===== config.mk =====
export PLATFORM = sky130hd
export DESIGN_NAME = cpu_run_ctrl
export DESIGN_NICKNAME = d
export VERILOG_FILES = /design/src/rtl/cpu_run_ctrl.sv
export SDC_FILE = /design/constraint.sdc
export NUM_CORES = 1
export LEC_CHECK = 0
export CORE_ASPECT_RATIO = 0.8
export CORE_MARGIN = 3
export CORE_UTILIZATION = 30
export CTS_CLUSTER_SIZE = 16
export DETAILED_ROUTE_END_ITERATION = 12
export PLACE_DENSITY = 0.76
export SYNTH_ARGS = -nofsm -noshare
export SYNTH_HDL_FRONTEND = slang
export SYNTH_SLANG_ARGS = --single-unit

===== constraint.sdc =====
create_clock -name clk -period 1.45 [get_ports clk]
set_input_delay 0.29 -clock clk [delete_from_list [all_inputs] [get_ports clk]]
set_output_delay 0.29 -clock clk [all_outputs]
set_load 0.02 [all_outputs]

===== src/rtl/cpu_run_ctrl.sv =====
// cpu_run_ctrl: run/step/breakpoint controller driving the core run enable.
// Define RUN_CTRL_CNT_EN to build the retired-instruction counter.
module cpu_run_ctrl #(
  parameter int DEBOUNCE_CYCLES = 16,
  parameter int NUM_BP = 2,
  parameter int CNT_W = 32
) (
  input  logic                  clk,
  input  logic                  rst_n,
  input  logic                  run_sw,
  input  logic                  step_btn,
  input  logic [1:0]            mode,
  input  logic [31:0]           pc,
  input  logic [32*NUM_BP-1:0]  bp_addr,
  input  logic [NUM_BP-1:0]     bp_en,
  output logic                  run,
  output logic                  halted,
  output logic                  bp_hit,
  output logic [2:0]            bp_idx,
  output logic [CNT_W-1:0]      instr_cnt,
  output logic [31:0]           disp_data
);

  localparam int DW = $clog2(DEBOUNCE_CYCLES + 1);
  localparam logic [1:0] M_FREE  = 2'b00;
  localparam logic [1:0] M_STEP  = 2'b01;
  localparam logic [1:0] M_BREAK = 2'b10;
  localparam logic [1:0] M_HOLD  = 2'b11;

  typedef enum logic [1:0] {
    S_HALT,
    S_RUN,
    S_STEP
  } state_t;

  state_t          state, state_nx;
  logic [1:0]      run_sync, step_sync;
  logic [1:0]      mode_s1, mode_s2;
  logic [DW-1:0]   run_db, step_db;
  logic            run_acc, step_acc, step_prev;
  logic            step_pulse, hold, leave;
  logic            match, hit_now, skip;
  logic [2:0]      match_idx;

  always_ff @(posedge clk) begin
    if (!rst_n) begin
      run_sync  <= '0;
      step_sync <= '0;
      mode_s1   <= '0;
      mode_s2   <= '0;
    end else begin
      run_sync  <= {run_sync[0], run_sw};
      step_sync <= {step_sync[0], step_btn};
      mode_s1   <= mode;
      mode_s2   <= mode_s1;
    end
  end

  // Accepted level flips only after DEBOUNCE_CYCLES consecutive disagreements.
  always_ff @(posedge clk) begin
    if (!rst_n) begin
      run_db    <= '0;
      step_db   <= '0;
      run_acc   <= 1'b0;
      step_acc  <= 1'b0;
      step_prev <= 1'b0;
    end else begin
      step_prev <= step_acc;
      if (run_sync[1] == run_acc) begin
        run_db <= '0;
      end else if (run_db == DW'(DEBOUNCE_CYCLES - 1)) begin
        run_acc <= run_sync[1];
        run_db  <= '0;
      end else begin
        run_db <= run_db + DW'(1);
      end
      if (step_sync[1] == step_acc) begin
        step_db <= '0;
      end else if (step_db == DW'(DEBOUNCE_CYCLES - 1)) begin
        step_acc <= step_sync[1];
        step_db  <= '0;
      end else begin
        step_db <= step_db + DW'(1);
      end
    end
  end

  assign step_pulse = step_acc & ~step_prev;
  assign hold       = (mode_s2 == M_HOLD);

  // Descending scan so the lowest matching index wins.
  always_comb begin
    match     = 1'b0;
    match_idx = 3'd0;
    for (int i = NUM_BP - 1; i >= 0; i--) begin
      if (bp_en[i] && (pc == bp_addr[32*i +: 32])) begin
        match     = 1'b1;
        match_idx = 3'(i);
      end
    end
  end

  assign hit_now = (mode_s2 == M_BREAK) && !skip && match;

  always_ff @(posedge clk) begin
    if (!rst_n) state <= S_HALT;
    else        state <= state_nx;
  end

  always_comb begin
    state_nx = state;
    unique case (state)
      S_HALT: begin
        if (!hold) begin
          if (run_acc && (mode_s2 == M_FREE || mode_s2 == M_BREAK))
            state_nx = S_RUN;
          else if (step_pulse && (mode_s2 == M_STEP || mode_s2 == M_BREAK))
            state_nx = S_STEP;
        end
      end
      S_RUN: begin
        if (hold || !run_acc || mode_s2 == M_STEP || hit_now)
          state_nx = S_HALT;
      end
      S_STEP:  state_nx = S_HALT;
      default: state_nx = S_HALT;
    endcase
  end

  always_comb begin
    run    = ((state == S_RUN) && !hit_now) || (state == S_STEP);
    halted = (state == S_HALT);
    leave  = (state == S_HALT) && (state_nx != S_HALT);
  end

  always_ff @(posedge clk) begin
    if (!rst_n) begin
      bp_hit <= 1'b0;
      bp_idx <= 3'd0;
      skip   <= 1'b0;
    end else begin
      if ((state == S_RUN) && hit_now) begin
        bp_hit <= 1'b1;
        bp_idx <= match_idx;
      end else if (leave) begin
        bp_hit <= 1'b0;
      end
      if (leave)    skip <= 1'b1;
      else if (run) skip <= 1'b0;
    end
  end

`ifdef RUN_CTRL_CNT_EN
  always_ff @(posedge clk) begin
    if (!rst_n)   instr_cnt <= '0;
    else if (run) instr_cnt <= instr_cnt + CNT_W'(1);
  end
`else
  assign instr_cnt = '0;
`endif

  assign disp_data = halted ? pc : 32'(instr_cnt);

endmodule


Yosys cells after proc, flatten, opt, wreduce, memory -nomap -nowiden
Index checks and enable logic that the tools add are counted.

$add $sub $neg: 2. Eq/ne operators: 11. Mux-type cells: 14. Bitwise gates (word level): 5. Reductions and logical operators: 27.

Operator list (number): equality test 32 bit (2); 2-to-1 mux 32 bit (1); adder 5 x 1 -> 5 bit, second input constant (2); equality test 5 x 4 -> 1 bit, second input constant (2); logical AND 1 bit (9); 2-to-1 mux 2 bit (4); 2-to-1 mux 1 bit (7); equality test 2 bit, second input constant (3); logical OR 1 bit (6); nonzero test 2 bit (3); OR reduction 3 bit (2); equality test 2 x 1 -> 1 bit, second input constant (2); logical NOT 2 bit (2); inverter 1 bit (4); one-hot mux 2 bit (2 select lines) (1); AND reduction 2 bit (2); logical NOT 1 bit (3); 2-to-1 mux 3 bit (1); equality test 1 bit (2); AND 1 bit (1).

Register bits: 28. Word-level logic and storage cells: 72.

Longest topological paths before layout
Depth in word-level cells: 12. Depth in mapped cells: 7.

Worst setup path after synthesis
Ideal clock, no wire load.

Path type: input to output. From: input bp_addr[57]. To: output run. Arrival: 1.331 ns. Required time: 1.160 ns. Slack: -0.171 ns. Cell stages on the path: 6. Buffers on the path: 0. Path through: xnor2_1 -> nand4_1 -> nor4_1 -> nand4_1 -> a21oi_1 -> o21ai_0.

Cells in the longest elaborated chain, start to end: 8.

RTL lines: start, declared (RTL line 14) `input logic [32*NUM_BP-1:0] bp_addr,`; equality test 32 bit (RTL line 96) `if (bp_en[i] && (pc == bp_addr[32*i +: 32])) begin`; logical AND 1 bit (RTL line 96); 2-to-1 mux 1 bit (2 in series) (RTL line 96); logical AND 1 bit (RTL line 103) `assign hit_now = (mode_s2 == M_BREAK) && !skip && match;`; logical NOT 1 bit (RTL line 131) `run = ((state == S_RUN) && !hit_now) || (state == S_STEP);`; logical AND 1 bit (RTL line 131); logical OR 1 bit (RTL line 131); end, declared (RTL line 16) `output logic run,`.

Every way passes these cells.

Final worst setup path
From: input pc[19]. To: output run.

Cells in the longest elaborated chain, start to end: 8.

RTL lines: start, declared (RTL line 13) `input logic [31:0] pc,`; equality test 32 bit (RTL line 96); logical AND 1 bit (RTL line 96); 2-to-1 mux 1 bit (RTL line 96); 2-to-1 mux 1 bit (*) (RTL line 96); logical AND 1 bit (*) (RTL line 103); logical NOT 1 bit (*) (RTL line 131); logical AND 1 bit (*) (RTL line 131); logical OR 1 bit (*) (RTL line 131).

Every way passes the cells marked *; elsewhere a longest branch is shown, timed or not.

==> impl_results.md <==
* Largest net degree at the start of global routing at 15
* Clock tree buffer depth at 2
* Tcrit/Tclk final at 135%
* Gr usage total at 19.5%
* Skew-Pair Late Insertion Delay at 0.26 ns
* Highest ir drop seen on vdd at 0.333 mV
* TritonCTS buffer count at 3
* Syn Area/Cell at 8.42 um2
* Power Dens Cells at 493 mW/mm2
* P&R area growth vs syn at 95.6%
* Post-synthesis register bit count at 26
* Synth top area cells: xnor2_1 24%, dfxtp_1 24%, buf_4 12%
* Top cell type by total area after synthesis: xnor2_1
* Top cell type's share of synthesized area at 24.1%
* CTS tree: built
* First-pass GRT wire length at 12600 um
* Io pins at 174
* Pleak at 1.95 nW
* Worst Setup End Kind: primary output
* Layout cell share with drive strength beyond 1 at 51.6%
* Design Area, Final at 0.00427 mm2
* CP Class: in -> out
* Root buffer cell: clkbuf_8
* Worst Hold Class: reg -> reg
* YS warnings at 0
* Most instantiated cells after synthesis: 60 x xnor2_1, 40 x and2_1, 34 x buf_4
* RSZ-0062 raised after global routing: true
* Fraction of registers with async set/reset at 0%
* # DRC at 0
* Max-cap violation count at 0
* Critical path's most frequent cell: nand4_1
* Die Width at 101 um
* DP Wirelength at 6280 um
* Final Max Tran Viols at 0
* WP buf/inv at 2
* Highest routed layer: met4
* Number of port buffers at 139
* Antenna violations before repair at 1
* Clock transition at path regs at 0.08 ns
* Initial Util at 31.3%
* Routed wl met3 at 549 um
* Final nets at 555
* Core Area at 0.00696 mm2
* Top_reg_cell synth: dfxtp_1
* # rows at 27
* Clock period minus worst slack at 1.95 ns
* Mapped Cells at 259
* Initial DRT Pass Iterations at 4
* Gpl congestion at 0.826
* Unique masters post-synth at 31
* PnR Total Power at 2.10 mW
* Req. time, crit path at 1.16 ns
* Area after DPL at 0.00374 mm2
* Clock sink total at 26
* Final setup viols at 36
* CP peak stage delay at 0.33 ns
* Outcome: complete, but fails checks
* Final Hold Slack at 0.437 ns
* Critical path's top delay family: simple AND/OR/NAND/NOR gates
* Initial drt markers at 64
* Crit path arrival time at 1.66 ns
* Die H at 82.3 um
* Slowest cell on the critical path: nor4_4
* H-tree levels at 1
* Mapped cell area at 0.00218 mm2
* CP Launch Type: input pin
* Setup WS post-layout at -0.501 ns
* Final wirelength at 8370 um
* Routed vias at 2309
* Antenna Nets Post-Route at 0
* Worst-path cell chain: clkbuf_2 -> xnor2_2 -> nand4_1 -> nor4_4 -> nand4_1 -> a21oi_2 -> o21ai_2 -> buf_6
* Final Hold Viols at 0
* Most frequent cell after synthesis: xnor2_1
* Met1 Wirelength at 3350 um
* Max Fclk at 513 MHz
* WL per Instance at 15.8 um
* Total grt overflow at 0
* Number of synthesized flops with an enable pin at 0
* Vias per cell at 4.36
* Met2 WL at 4310 um
* Die area at 0.00833 mm2
* Failing checks: negative setup slack
* Vias in the first global route at 2487
* Max Fanout on Critical Path at 3
* Sequential element share of the synthesized area at 23.9%
* Fin Clk Skew at 0.00532 ns
==> per-stage QoR <==
step	instances	utilization [%]	setup slack, ns	setup TNS, ns
after global placement	505	53.8	-1.45	-18.55
after floorplan	292	-	-0.0703	-0.0703
after CTS	527	59.5	-0.496	-7.40
after global routing	530	61.3	-0.628	-7.45
after detailed placement	505	53.8	-1.43	-19.06
final	530	61.3	-0.501	-5.49
==> logic make-up after synthesis <==
group / Yosys count / synth area share [%]
adders and majority gates: 8 / 4.59
xor gates and xnor gates: 70 / 28.1
and+or+nand+nor: 98 / 26.2
other: 1 / 0.172
DFF: 26 / 23.9
buffers and inverters: 45 / 13.6
AOI/OAI and AO/OA: 9 / 2.58
muxes: 2 / 0.918
==> final cells by class <==
class                           instances  area [um2]
Inverter                                7        26.3
Sequential cell                        26         528
Clock buffer                            4        55.1
Multi-Input combinational cell        221        1900
Timing Repair Buffer                  184        1650
Antenna cell                            1        2.50
Fill cell                             580        2690
Tap cell                               87         109
==> registers in the layout, indices dropped and copies added, names as in the netlist <==
register / flops
step_db: 5
step_acc: 1
bp_hit: 1
state: 2
skip: 1
step_prev: 1
step_sync: 2
bp_idx: 1
run_sync: 2
mode_s1: 2
mode_s2: 2
run_db: 5
run_acc: 1
==> worst register-to-register path, cell delays in order, from the launching register on <==
cell,delay [ns]
dfxtp_1,0.31
buf_4,0.13
ha_1,0.23
nor2b_1,0.15
or4b_2,0.59
o21ai_0,0.15
==> power by group <==
group | total (mW) | internal, mW | switching (mW)
sequential | 0.731 | 0.726 | 0.00516
clock | 0.449 | 0.242 | 0.207
combinational | 0.924 | 0.496 | 0.428
==> cells in the final DEF (no fill, tap or decap), drive strengths merged <==
cell,netlist,final
buf,34,123
xnor2,60,60
and2,43,43
conb,1,34
dfxtp,26,26
dlygate4sd2,0,21
clkdlybuf4s15,0,20
clkbuf,4,15
nand4,14,14
nor2,14,14
xor2,10,10
clkdlybuf4s50,0,9
ha,8,8
inv,7,7
nand3,6,6
nor4,4,4
nand2b,3,3
a21oi,3,3
o21ai,3,3
nor3,3,3
or3,2,2
mux2i,2,2
and3,2,2
or2,2,2
nand2,2,2
diode,0,1
a21o,1,1
nor2b,1,1
o21a,1,1
o211a,1,1
or4b,1,1
and4b,1,1
==> worst paths after layout <==
check / depth (start not counted) / end / slack (ns) / start
worst min-delay path: 1 / step_sync[1] / 0.44 / step_sync[0]
worst max-delay path: 8 / run / -0.50 / pc[19]
worst min register to register: 1 / step_sync[1] / 0.44 / step_sync[0]
worst max register to register: 5 / state[0] / -0.18 / mode_s2[0]
==> timing repair <==
item	in CTS	in global routing
buffers inserted	17	5
gates resized for setup	524	69
hold buffers	0	0
endpoints found under the setup margin	50	47
pin swaps	90	55
cloned	2	0
==> layer usage <==
layer / vias up / GRT usage [%]
met5: - / 0
met4: 0 / 5.18
met3: 16 / 4.79
met2: 97 / 35.6
met1: 1057 / 22.8
li1: 1139 / -
Power figures use the tool's default switching activity.
